## config.mk

```make
export PLATFORM = sky130hd
export DESIGN_NAME = ram_bist_ctrl
export DESIGN_NICKNAME = d
export VERILOG_FILES = /design/src/rtl/ram_bist_pkg.sv /design/src/rtl/ram_bist_checker.sv /design/src/rtl/ram_bist.sv
export SDC_FILE = /design/constraint.sdc
export NUM_CORES = 1
export LEC_CHECK = 0
export BUFFER_PORTS_ARGS = -buffer_cell sky130_fd_sc_hd__buf_2
export CORE_MARGIN = 2
export CORE_UTILIZATION = 35
export DETAILED_ROUTE_END_ITERATION = 10
export SYNTH_ARGS = -nofsm -noshare
export SYNTH_HDL_FRONTEND = slang
export SYNTH_HIERARCHICAL = 1
export SYNTH_SLANG_ARGS = --single-unit
```

## constraint.sdc

```tcl
create_clock -name clk -period 3.25 [get_ports clk]
set_input_delay 0.325 -clock clk [delete_from_list [all_inputs] [get_ports clk]]
set_output_delay 0.325 -clock clk [all_outputs]
set_load 0.02 [all_outputs]
```

## src/rtl/ram_bist_pkg.sv

```systemverilog
// Shared definitions for the RAM BIST controller.
//   - default widths for address, data and error counter
//   - FSM state encoding
//   - pattern_sel codes and the pattern generator
package ram_bist_pkg;

    localparam int unsigned DEF_ADDR_W = 20;
    localparam int unsigned DEF_DATA_W = 8;
    localparam int unsigned DEF_ERR_W  = 16;

    typedef enum logic [2:0] {
        ST_IDLE  = 3'd0,
        ST_WRITE = 3'd1,
        ST_READ  = 3'd2,
        ST_DRAIN = 3'd3,
        ST_DONE  = 3'd4
    } state_e;

    typedef enum logic {
        PAT_ADDR_M1  = 1'b0,   // data = addr - 1
        PAT_INV_ADDR = 1'b1    // data = ~addr
    } pat_sel_e;

    // Computed at full width; callers keep the low DATA_W bits, which
    // depend only on the low address bits for both patterns.
    function automatic logic [63:0] pattern_word(input logic [63:0] addr,
                                                 input pat_sel_e    sel);
        return (sel == PAT_INV_ADDR) ? ~addr : addr - 64'd1;
    endfunction

endpackage

```

## src/rtl/ram_bist_checker.sv

```systemverilog
// Read-back checker for the RAM BIST controller.
// Registers each read address, compares the RAM data returned one cycle
// later against the expected pattern, counts mismatches (saturating) and
// captures the address of the first mismatch of the run.
// Ports:
//   clk, rst_n      clock, async active-low reset
//   clr             clears counters at run start
//   rd_en           current cycle presents a read address
//   rd_addr         address presented this cycle
//   pat_sel         pattern in use for the run
//   rd_data         RAM read data (valid one cycle after the address)
//   err_count       mismatch count, saturating
//   first_err_addr  address of first mismatch, 0 when none
module ram_bist_checker
    import ram_bist_pkg::*;
#(
    parameter int unsigned ADDR_W = DEF_ADDR_W,
    parameter int unsigned DATA_W = DEF_DATA_W,
    parameter int unsigned ERR_W  = DEF_ERR_W
) (
    input  logic              clk,
    input  logic              rst_n,
    input  logic              clr,
    input  logic              rd_en,
    input  logic [ADDR_W-1:0] rd_addr,
    input  pat_sel_e          pat_sel,
    input  logic [DATA_W-1:0] rd_data,
    output logic [ERR_W-1:0]  err_count,
    output logic [ADDR_W-1:0] first_err_addr
);

    logic              cmp_en_q;
    logic [ADDR_W-1:0] cmp_addr_q;
    logic [DATA_W-1:0] exp_data;
    logic              mismatch;

    always_comb begin
        exp_data = DATA_W'(pattern_word(64'(cmp_addr_q), pat_sel));
        mismatch = cmp_en_q && (rd_data != exp_data);
    end

    always_ff @(posedge clk or negedge rst_n) begin
        if (!rst_n) begin
            cmp_en_q       <= 1'b0;
            cmp_addr_q     <= '0;
            err_count      <= '0;
            first_err_addr <= '0;
        end else begin
            cmp_en_q   <= rd_en;
            cmp_addr_q <= rd_addr;
            if (clr) begin
                err_count      <= '0;
                first_err_addr <= '0;
            end else if (mismatch) begin
                if (err_count != '1)
                    err_count <= err_count + ERR_W'(1);
                if (err_count == '0)
                    first_err_addr <= cmp_addr_q;
            end
        end
    end

endmodule

```

## src/rtl/ram_bist.sv

```systemverilog
// RAM BIST controller: writes an address-derived pattern over a strided
// address range of ram_1mb, reads it back and reports mismatches.
// Ports:
//   clk, rst_n                 clock, async active-low reset
//   start                      run request, sampled in IDLE only
//   start_addr, stride, count  address range of the run (stride 0 = 1)
//   pattern_sel                0: addr-1, 1: ~addr
//   ram_we, ram_addr,
//   ram_data_in, ram_data_out  direct connection to ram_1mb
//   busy, done, pass           run status
//   err_count, first_err_addr  mismatch results of the last run
module ram_bist_ctrl
    import ram_bist_pkg::*;
#(
    parameter int unsigned ADDR_W = DEF_ADDR_W,
    parameter int unsigned DATA_W = DEF_DATA_W,
    parameter int unsigned ERR_W  = DEF_ERR_W
) (
    input  logic              clk,
    input  logic              rst_n,
    input  logic              start,
    input  logic [ADDR_W-1:0] start_addr,
    input  logic [7:0]        stride,
    input  logic [ADDR_W-1:0] count,
    input  logic              pattern_sel,
    output logic              ram_we,
    output logic [ADDR_W-1:0] ram_addr,
    output logic [DATA_W-1:0] ram_data_in,
    input  logic [DATA_W-1:0] ram_data_out,
    output logic              busy,
    output logic              done,
    output logic              pass,
    output logic [ERR_W-1:0]  err_count,
    output logic [ADDR_W-1:0] first_err_addr
);

    state_e            state_q, state_d;
    logic [ADDR_W-1:0] addr_d;
    logic [DATA_W-1:0] data_d;
    logic              we_d;
    logic [ADDR_W-1:0] rem_q, rem_d;     // locations left after the current one
    logic [ADDR_W-1:0] base_q, stride_q, count_q;
    pat_sel_e          pat_q;
    logic              pass_q;
    logic              accept;
    logic [ADDR_W-1:0] step_addr;

    assign accept    = (state_q == ST_IDLE) && start;
    assign step_addr = ram_addr + stride_q;

    always_comb begin
        state_d = state_q;
        addr_d  = ram_addr;
        data_d  = ram_data_in;
        we_d    = 1'b0;
        rem_d   = rem_q;
        case (state_q)
            ST_IDLE: begin
                if (start) begin
                    if (count == '0) begin
                        state_d = ST_DONE;
                    end else begin
                        state_d = ST_WRITE;
                        addr_d  = start_addr;
                        data_d  = DATA_W'(pattern_word(64'(start_addr), pat_sel_e'(pattern_sel)));
                        we_d    = 1'b1;
                        rem_d   = count - ADDR_W'(1);
                    end
                end
            end
            ST_WRITE: begin
                if (rem_q == '0) begin
                    state_d = ST_READ;
                    addr_d  = base_q;
                    rem_d   = count_q - ADDR_W'(1);
                end else begin
                    addr_d = step_addr;
                    data_d = DATA_W'(pattern_word(64'(step_addr), pat_q));
                    we_d   = 1'b1;
                    rem_d  = rem_q - ADDR_W'(1);
                end
            end
            ST_READ: begin
                if (rem_q == '0) begin
                    state_d = ST_DRAIN;
                end else begin
                    addr_d = step_addr;
                    rem_d  = rem_q - ADDR_W'(1);
                end
            end
            ST_DRAIN: state_d = ST_DONE;
            ST_DONE:  state_d = ST_IDLE;
            default:  state_d = ST_IDLE;
        endcase
    end

    always_ff @(posedge clk or negedge rst_n) begin
        if (!rst_n) begin
            state_q     <= ST_IDLE;
            ram_we      <= 1'b0;
            ram_addr    <= '0;
            ram_data_in <= '0;
            rem_q       <= '0;
            base_q      <= '0;
            stride_q    <= '0;
            count_q     <= '0;
            pat_q       <= PAT_ADDR_M1;
            pass_q      <= 1'b0;
        end else begin
            state_q     <= state_d;
            ram_we      <= we_d;
            ram_addr    <= addr_d;
            ram_data_in <= data_d;
            rem_q       <= rem_d;
            if (accept) begin
                base_q   <= start_addr;
                stride_q <= (stride == 8'd0) ? ADDR_W'(1) : ADDR_W'(stride);
                count_q  <= count;
                pat_q    <= pat_sel_e'(pattern_sel);
                pass_q   <= 1'b0;
            end else if (state_q == ST_DONE) begin
                pass_q <= (err_count == '0);
            end
        end
    end

    // The final compare lands on the edge entering DONE, so pass is taken
    // live from the counter during DONE and held from pass_q afterwards.
    assign busy = (state_q != ST_IDLE);
    assign done = (state_q == ST_DONE);
    assign pass = done ? (err_count == '0) : pass_q;

    ram_bist_checker #(
        .ADDR_W (ADDR_W),
        .DATA_W (DATA_W),
        .ERR_W  (ERR_W)
    ) u_checker (
        .clk            (clk),
        .rst_n          (rst_n),
        .clr            (accept),
        .rd_en          (state_q == ST_READ),
        .rd_addr        (ram_addr),
        .pat_sel        (pat_q),
        .rd_data        (ram_data_out),
        .err_count      (err_count),
        .first_err_addr (first_err_addr)
    );

endmodule

```

* After elaboration in Yosys (flattened, before gate mapping)
Cells that the tools add are included.
** Storage, ports and cells
- Flip-flop bits (word level) :: 171
- Output and inout bits :: 68
** Cells by class
- Add/subtract/negate cells :: 8
- Eq/ne operators :: 12
- Multiplexer cells :: 35
- Bitwise logic cells :: 3
- Reductions and logical operators :: 18
** Operators with widths (count)
- $mux W20 :: 11
- $pmux W20 S3 :: 2
- $sub A20 B1 Y20 const B :: 3
- $mux W8 :: 7
- $mux W16 :: 3
- $logic_not A20 Y1 :: 2
- $not A8 Y8 :: 3
- $sub A8 B1 Y8 const B :: 3
- $add A20 B20 Y20 :: 1
- $add A16 B1 Y16 const B :: 1
- $logic_not A16 Y1 :: 1
- $ne A16 B16 Y1 const B :: 1
- $pmux W8 S2 :: 1
- $mux W3 :: 4
- $ne A2 B2 Y1 const B :: 6
- $pmux W3 S4 :: 1
- $logic_not A8 Y1 :: 1
- $ne A8 B8 Y1 :: 1
- $reduce_and A4 Y1 :: 2
- $reduce_bool A2 Y1 :: 4
- $eq A3 B2 Y1 const B :: 2
- $reduce_bool A3 Y1 :: 2
- $mux W1 :: 5
- $reduce_and A2 Y1 :: 2
- other kinds (6) :: 7

* Longest topological paths before layout
Gate-level depths: netlist of run 1.
- Depth in word-level cells :: 6
- Depth in mapped cells :: 11

* By module
Netlist of run 1, hierarchy kept.
** Modules (own cells, without submodules)
- ram_bist_ctrl :: times used 1, cells each 729, area each 6755.2 µm²
- ram_bist_checker :: times used 1, cells each 272, area each 2727.6 µm²

* Worst setup path after synthesis of run 1
OpenSTA, ideal clock, no wires.
- Kind :: flip-flop to flip-flop
- From :: register ram_addr[0]
- To :: register ram_data_in[7]
- Library setup time :: 0.069 ns
- Arrival :: 2.663 ns
- Data required time :: 3.181 ns
- Path slack :: 0.518 ns
- Cell stages (with the launch flop) :: 9
- Path through :: dfrtp_1 ha_1 fa_1 a211oi_1 o21bai_1 a221oi_1 a31oi_1 or4b_1 nand3_1
** Between the ends
- Cells in the longest elaborated chain, start to end :: 5
** RTL lines
- start: declaration :: RTL line ram_bist.sv:27 : output logic [ADDR_W-1:0] ram_addr,
- start signal: assignment :: RTL line ram_bist.sv:112 : ram_addr <= addr_d;
- $add A20 B20 Y20 (*) :: RTL line ram_bist.sv:49 : assign step_addr = ram_addr + stride_q;
- $sub A8 B1 Y8 or $not A8 Y8 (tied branches) :: RTL line ram_bist_pkg.sv:28 : return (sel == PAT_INV_ADDR) ? ~addr : addr - 64'd1;
- $mux W8 (*) :: RTL line ram_bist_pkg.sv:28
- $mux W8 (*) :: RTL line ram_bist.sv:72 : if (rem_q == '0) begin
- $pmux W8 S2 (*) :: RTL line ram_bist.sv:57 : case (state_q)
- end signal: assignment :: RTL line ram_bist.sv:113 : ram_data_in <= data_d;
- end: declaration :: RTL line ram_bist.sv:28 : output logic [DATA_W-1:0] ram_data_in,
Mark *: on every way between the ends. The rest lies on a longest branch, timed or not. The select of a mux whose other input is x is not followed.
A chain may end at the register's enable or synchronous reset.

* Worst setup path after layout of run 1
Same ends and word-level chain as after synthesis.

==> flow_summary.toml, run 1 <==
[status]
outcome = "completed"

[sta]
slew_headroom_pct = 52.3
tightest_slew_ps = 709
period_minus_slack_ps = 2930
max_freq_mhz = 341
skew_ps = 9.51
final_hold_viol_count = 0
setup_tns_ps = 0
setup_ws_ps = 318
period_share_pct = 90.2
rsz0062_at_grt = "false"
maxSlewViolCount = 0
finalSetupViolations = 0

[cells_and_area]
multi_input_area_um2 = 5120
seq_area_um2 = 3980
antenna_cells = 0
drive_above_1_share_pct = 24.7
fin_nets = 1192
flow.area_growth_from_synthesis_pct = 18.0
nFillCells = 2669
stdcell_count = 1467
final_cell_area_um2 = 11200

[critical_path]
critPathCaptureType = "flop"
cp-start-kind = "flop"
crit_required_ps = 3610
crit_type = "flop to flop"
crit_path_top_delay_cell = "xnor2_1"
max_stage_delay_ps = 530
crit_fanout = 7
timing.critical_path.cells = "ha_1, fa_1, xnor2_1, nand3_1, a221oi_1, a31oi_1, or4b_1, nand3_1"
arrival_ps = 3290
path_common_cell = "nand3_1"

[cts]
cts_tree = "done"
clockRootBuffer = "clkbuf_16"
post_cts_buffers = 0
cts_inserted_buffers = 17
clkTransAtPathRegs_ps = 60
htreeDepth = 4
clk_latency_ps = 430
clk_path_buf_depth = 2
cts_resized = 0
numClockSinks = 159

[synthesis]
ys_types = 80
synth_top_cells_by_count = "dfrtp_1, nor2_1, nand2_1"
ys_async_sr_fraction_pct = 100
avgSynthCellArea_um2 = 9.47
synth-edff-count = 0
synth_area_um2 = 9480
synth.most_common_cell = "dfrtp_1"
synth_top_area_share_pct = 42.0
ys_warn_count = 6
synth_fp_nets = 1079
netlist_instances = 1001
synth_area_leaders = "dfrtp_1, mux2_2, xnor2_1"
synth_ff_type = "dfrtp_1"
yosys.area.top_type = "dfrtp_1"
synth_seq_area_share_pct = 42.0
ys_ff_latch = 159

[detailed_routing]
num_vias = 8227
postRouteAntennaNets = 0
drcViolationCount = 0
wl_met2_mm = 12.7
wl_per_cell_um = 18.2
wl_met1_mm = 12.3
wirelength_mm = 26.6
vias_per_cell = 5.61
top_layer = "met5"
dr.pass1.iters = 5
route.met3.wl_mm = 1.22
dr.first_iter.drc_count = 644

[placement]
dp_cells = 1435
dp_hpwl_mm = 19.4
dp_worst_setup_slack_ps = 312
place_congestion = 0.864
numPortBuffers = 127
placed_cell_area_um2 = 10500

[power_and_ir_drop]
internal_power_mw = 4.90
p_per_area_nw_per_um2 = 695
power_switching_share_pct = 37.0
clkPwrFrac_pct = 27.8
p_sw_mw = 2.88
peakVddDrop_mv = 0.359
p_total_mw = 7.77
p_leak_nw = 4.72
seq_power_share_pct = 38.0
comb_power_share_pct = 34.2

[grt]
track_usage_pct = 18.9
grt_pass1_wl_mm = 42.6
overflow = 0
grt_max_degree = 82
grt_pass1_vias = 7806
grt_antenna_before_repair = 2

[floorplan]
die_w_um = 169
initial_core_util_pct = 35.4
fp-row-count = 60
core_um2 = 26800
die_area_um2 = 28400
die_y_um = 169
ios = 128

[run]
maxCapViolCount = 0

[worst_hold_path]
worstHoldPathType = "input port to flop"
critical path: cells and delay by family, from the launching register on:
| family | cells | cell delay (ps) |
|---|---|---|
| DFF | 1 | 410 |
| xor gates and xnor gates | 1 | 530 |
| AOI/OAI and AO/OA | 2 | 500 |
| and+or+nand+nor | 3 | 720 |
| adders and majority gates | 2 | 690 |
per-stage QoR:
| stage | hold WS, ps | util [%] |
|---|---|---|
| floorplan | 29.4 | - |
| global placement | 312 | 39.4 |
| detailed placement | 311 | 39.4 |
| CTS | 130 | 41.7 |
| global route | 131 | 41.7 |
| finish | 143 | 41.7 |
layer usage:
layer  up-vias  GRT usage, %
met5         -             0
met4         4          4.91
met3        34          3.58
met2       263          30.9
met1      3977          25.9
li1       3949             -
repair_timing:
item / CTS / global route
endpoints found under the setup margin: 0 / 0
hold buffers: 1 / 0
hold endpoints to repair: 47 / 0
power groups by stage:
stage / sequential, mW / clock, mW / combinational, mW
finish: 2.95 / 2.16 / 2.66
detailed placement: 2.98 / 0 / 2.63
global placement: 2.97 / 0 / 2.61
floorplan: 3.03 / 0 / 1.71
global route: 3.02 / 2.29 / 2.93
CTS: 2.95 / 2.21 / 2.66
cells in the final DEF, fill, tap and decap left out, drive strengths merged, types with 7 or more instances in the layout:
cell type,count
and3,11
a22oi,18
o22ai,16
a22o,13
nand2,60
nand4,13
buf,156
or4,12
inv,33
mux2,63
nor2,74
or3,11
a21oi,58
dfrtp,159
nor3,39
xnor2,34
a211oi,9
o2bb2ai,7
o21ai,54
nor2b,18
o211ai,8
xor2,21
ha,17
clkbuf,19
nand3,49
a31oi,16
nor4,28
nor3b,9
state kept, by name, summed over array words and instances, names as in the netlist:
signal	count
base_q	20
count_q	20
ram_addr	20
rem_q	20
u_checker/cmp_addr_q	20
u_checker/first_err_addr	20
u_checker/err_count	16
ram_data_in	8
stride_q	8
state_q	3
pass_q	1
pat_q	1
ram_we	1
u_checker/cmp_en_q	1
area by class of cell:
type	instances	share of cell area, %
multi-input combinational	748	45.7
sequential	159	35.6
timing repair buffer	157	8.22
clock buffer	19	3.96
tap	341	3.81
clock inverter	12	1.64
inverter	31	1.04
cell families after synthesis:
| kind of cell | count (synthesis) | synth area share (%) |
|---|---|---|
| multiplexers | 66 | 8.04 |
| buffers and inverters | 94 | 4.41 |
| flip-flops | 159 | 42.0 |
| AO/OA/AOI/OAI | 252 | 17.7 |
| XOR/XNOR | 55 | 5.08 |
| AND/OR/NAND/NOR | 357 | 20.3 |
| adder cells (fa/ha/maj) | 18 | 2.45 |
worst paths after layout:
kind / start / end / slack [ps] / depth (start not counted)
setup / recovery: ram_addr[0] / ram_data_in[7] / 320 / 8
max in group asynchronous: rst_n / ram_data_in[4] / 2040 / 3
hold reg to reg: ram_addr[0] / u_checker/cmp_addr_q[0] / 440 / 0
setup reg to reg: ram_addr[0] / ram_data_in[7] / 320 / 8
min in group asynchronous: rst_n / u_checker/first_err_addr[16] / 410 / 2
hold / removal: stride[5] / stride_q[5] / 140 / 2
Note: power is estimated with default switching activity, not from simulation.
==> run 2, diff against run 1 <==
MAX_ROUTING_LAYER = met4   (was default)
==> run 2 against run 1 <==
Global-route usage up 0.83 points. Combinational power hardly changed. Power increased by 1.2%. Flip-flop and latch count is the same. Critical path depth fell by 2. Clock skew rose by 0.85 ps. Die area is the same. First-iteration DRC count grew 3.9%. Via count barely moved. Register-to-register slack better by 20 ps. Critical endpoint is now rem_q[15].
==> flow_summary.toml, run 2 (synthesized netlist as in run 1, its figures left out) <==
[power_and_ir_drop]
internal_power_mw = 4.97
p_sw_mw = 2.89
seq_power_share_pct = 37.7
power_switching_share_pct = 36.7
clkPwrFrac_pct = 28.5
p_per_area_nw_per_um2 = 702
peakVddDrop_mv = 0.336
p_leak_nw = 4.74
comb_power_share_pct = 33.8

[sta]
maxSlewViolCount = 0
max_freq_mhz = 344
skew_ps = 10.4
period_share_pct = 89.4
final_hold_viol_count = 0
setup_ws_ps = 343
setup_tns_ps = 0
rsz0062_at_grt = "false"
tightest_slew_ps = 800
slew_headroom_pct = 46.1
period_minus_slack_ps = 2910
finalSetupViolations = 0

[cts]
numClockSinks = 159
htreeDepth = 4
cts_resized = 0
post_cts_buffers = 0
clk_path_buf_depth = 2
clockRootBuffer = "clkbuf_16"
clk_latency_ps = 430
cts_inserted_buffers = 17
clkTransAtPathRegs_ps = 60
cts_tree = "done"

[critical_path]
critPathCaptureType = "flop"
r2r-start = "rem_q[9]"
crit_path_top_delay_cell = "nand3_1"
timing.critical_path.cells = "or3_1, buf_4, nor4_1, nand3_1, o22ai_1, a221o_1"
cp_num_cells = 6
cp-start-kind = "flop"
ff2ff_setup_slack_ps = 340
crit_fanout = 12
critical_path.top_delay_family = "simple AND/OR/NAND/NOR gates"
crit_end = "rem_q[15]"
crit_type = "flop to flop"
max_stage_delay_ps = 580
cp.buffers_inverters = 1
arrival_ps = 3260
reg2reg_to = "rem_q[15]"
crit_required_ps = 3610
crit_start = "rem_q[9]"
reg2regPathDepth = 6

[detailed_routing]
dr.pass1.iters = 5
num_vias = 8231
dr.first_iter.drc_count = 669
vias_per_cell = 5.60
wirelength_mm = 26.7
postRouteAntennaNets = 0
wl_per_cell_um = 18.2
drcViolationCount = 0

[cells_and_area]
flow.area_growth_from_synthesis_pct = 18.1
mostFrequentLayoutCells = "dfrtp_1, buf_2, nor2_1, nand2_1, a21oi_1"
drive_above_1_share_pct = 24.9
fin_nets = 1194
stdcell_count = 1469
antenna_cells = 0
final_common_cell = "dfrtp_1"

[placement]
dp_worst_setup_slack_ps = 294
dp_cells = 1437
numPortBuffers = 127
place_congestion = 0.901
dp_hpwl_mm = 19.3

[floorplan]
die_w_um = 169
initial_core_util_pct = 35.4
die_area_um2 = 28400
fp-row-count = 60
ios = 128
core_um2 = 26800
die_y_um = 169

[grt]
grt_pass1_vias = 7954
overflow = 0
grt_antenna_before_repair = 0
track_usage_pct = 19.7
grt_max_degree = 104
grt_pass1_wl_mm = 43.4

[status]
outcome = "completed"

[worst_hold_path]
worstHoldPathType = "input port to flop"

[run]
maxCapViolCount = 0
run 2: changes by cell type in the layout (fill, tap and decap cells not counted), sizes merged:
| cell | change |
|---|---|
| buf | +2 |
| bufinv | +1 |
| clkbuf | -1 |
| clkinv | -1 |
| inv | +1 |
run 2: per-stage QoR:
stage               hold slack, ps  power, mW  util [%]  instance area [um^2]
floorplan                     29.4       4.74         -                  9480
global route                   137       8.35      41.8                 11200
global placement               365       5.57      39.3                 10500
finish                         144       7.86      41.8                 11200
detailed placement             369       5.61      39.3                 10500
CTS                            137       7.89      41.8                 11200
run 2: power by group through the flow:
| stage | registers [mW] | clock network [mW] | logic [mW] |
|---|---|---|---|
| after detailed placement | 2.99 | 0 | 2.63 |
| after CTS | 2.96 | 2.28 | 2.65 |
| after global placement | 2.97 | 0 | 2.59 |
| after floorplan | 3.03 | 0 | 1.71 |
| final | 2.96 | 2.24 | 2.66 |
| after global routing | 3.04 | 2.37 | 2.94 |
run 2: cell type report:
type | instances | area (um^2)
Clock buffer | 18 | 439
Clock inverter | 13 | 210
Fill cell | 2620 | 15600
Inverter | 31 | 116
Multi-Input combinational cell | 748 | 5120
Sequential cell | 159 | 3980
Tap cell | 341 | 427
Timing Repair Buffer | 159 | 910
run 2: routing by layer:
metal / vias to the layer above / wire [um] / GRT usage, %
li1: 3956 / - / -
met1: 4013 / 12700 / 27.0
met2: 231 / 12400 / 30.8
met3: 31 / 1100 / 2.83
met4: 0 / 447 / 5.32
met5: - / 0 / -
run 2: what timing repair did:
item,in CTS,in global routing
hold buffers,1,0
setup endpoints to repair,0,0
hold endpoints to repair,61,0
run 2: worst min-delay path by stage:
stage	startpoint	to	slack [ps]	cells past startpoint
final	start_addr[16]	base_q[16]	140	2
after global routing	start_addr[16]	base_q[16]	140	2
after CTS	start_addr[10]	base_q[10]	140	2
after detailed placement	rst_n	u_checker/first_err_addr[15]	370	1
after global placement	rst_n	u_checker/first_err_addr[15]	370	1
after floorplan	rst_n	base_q[0]	30	0
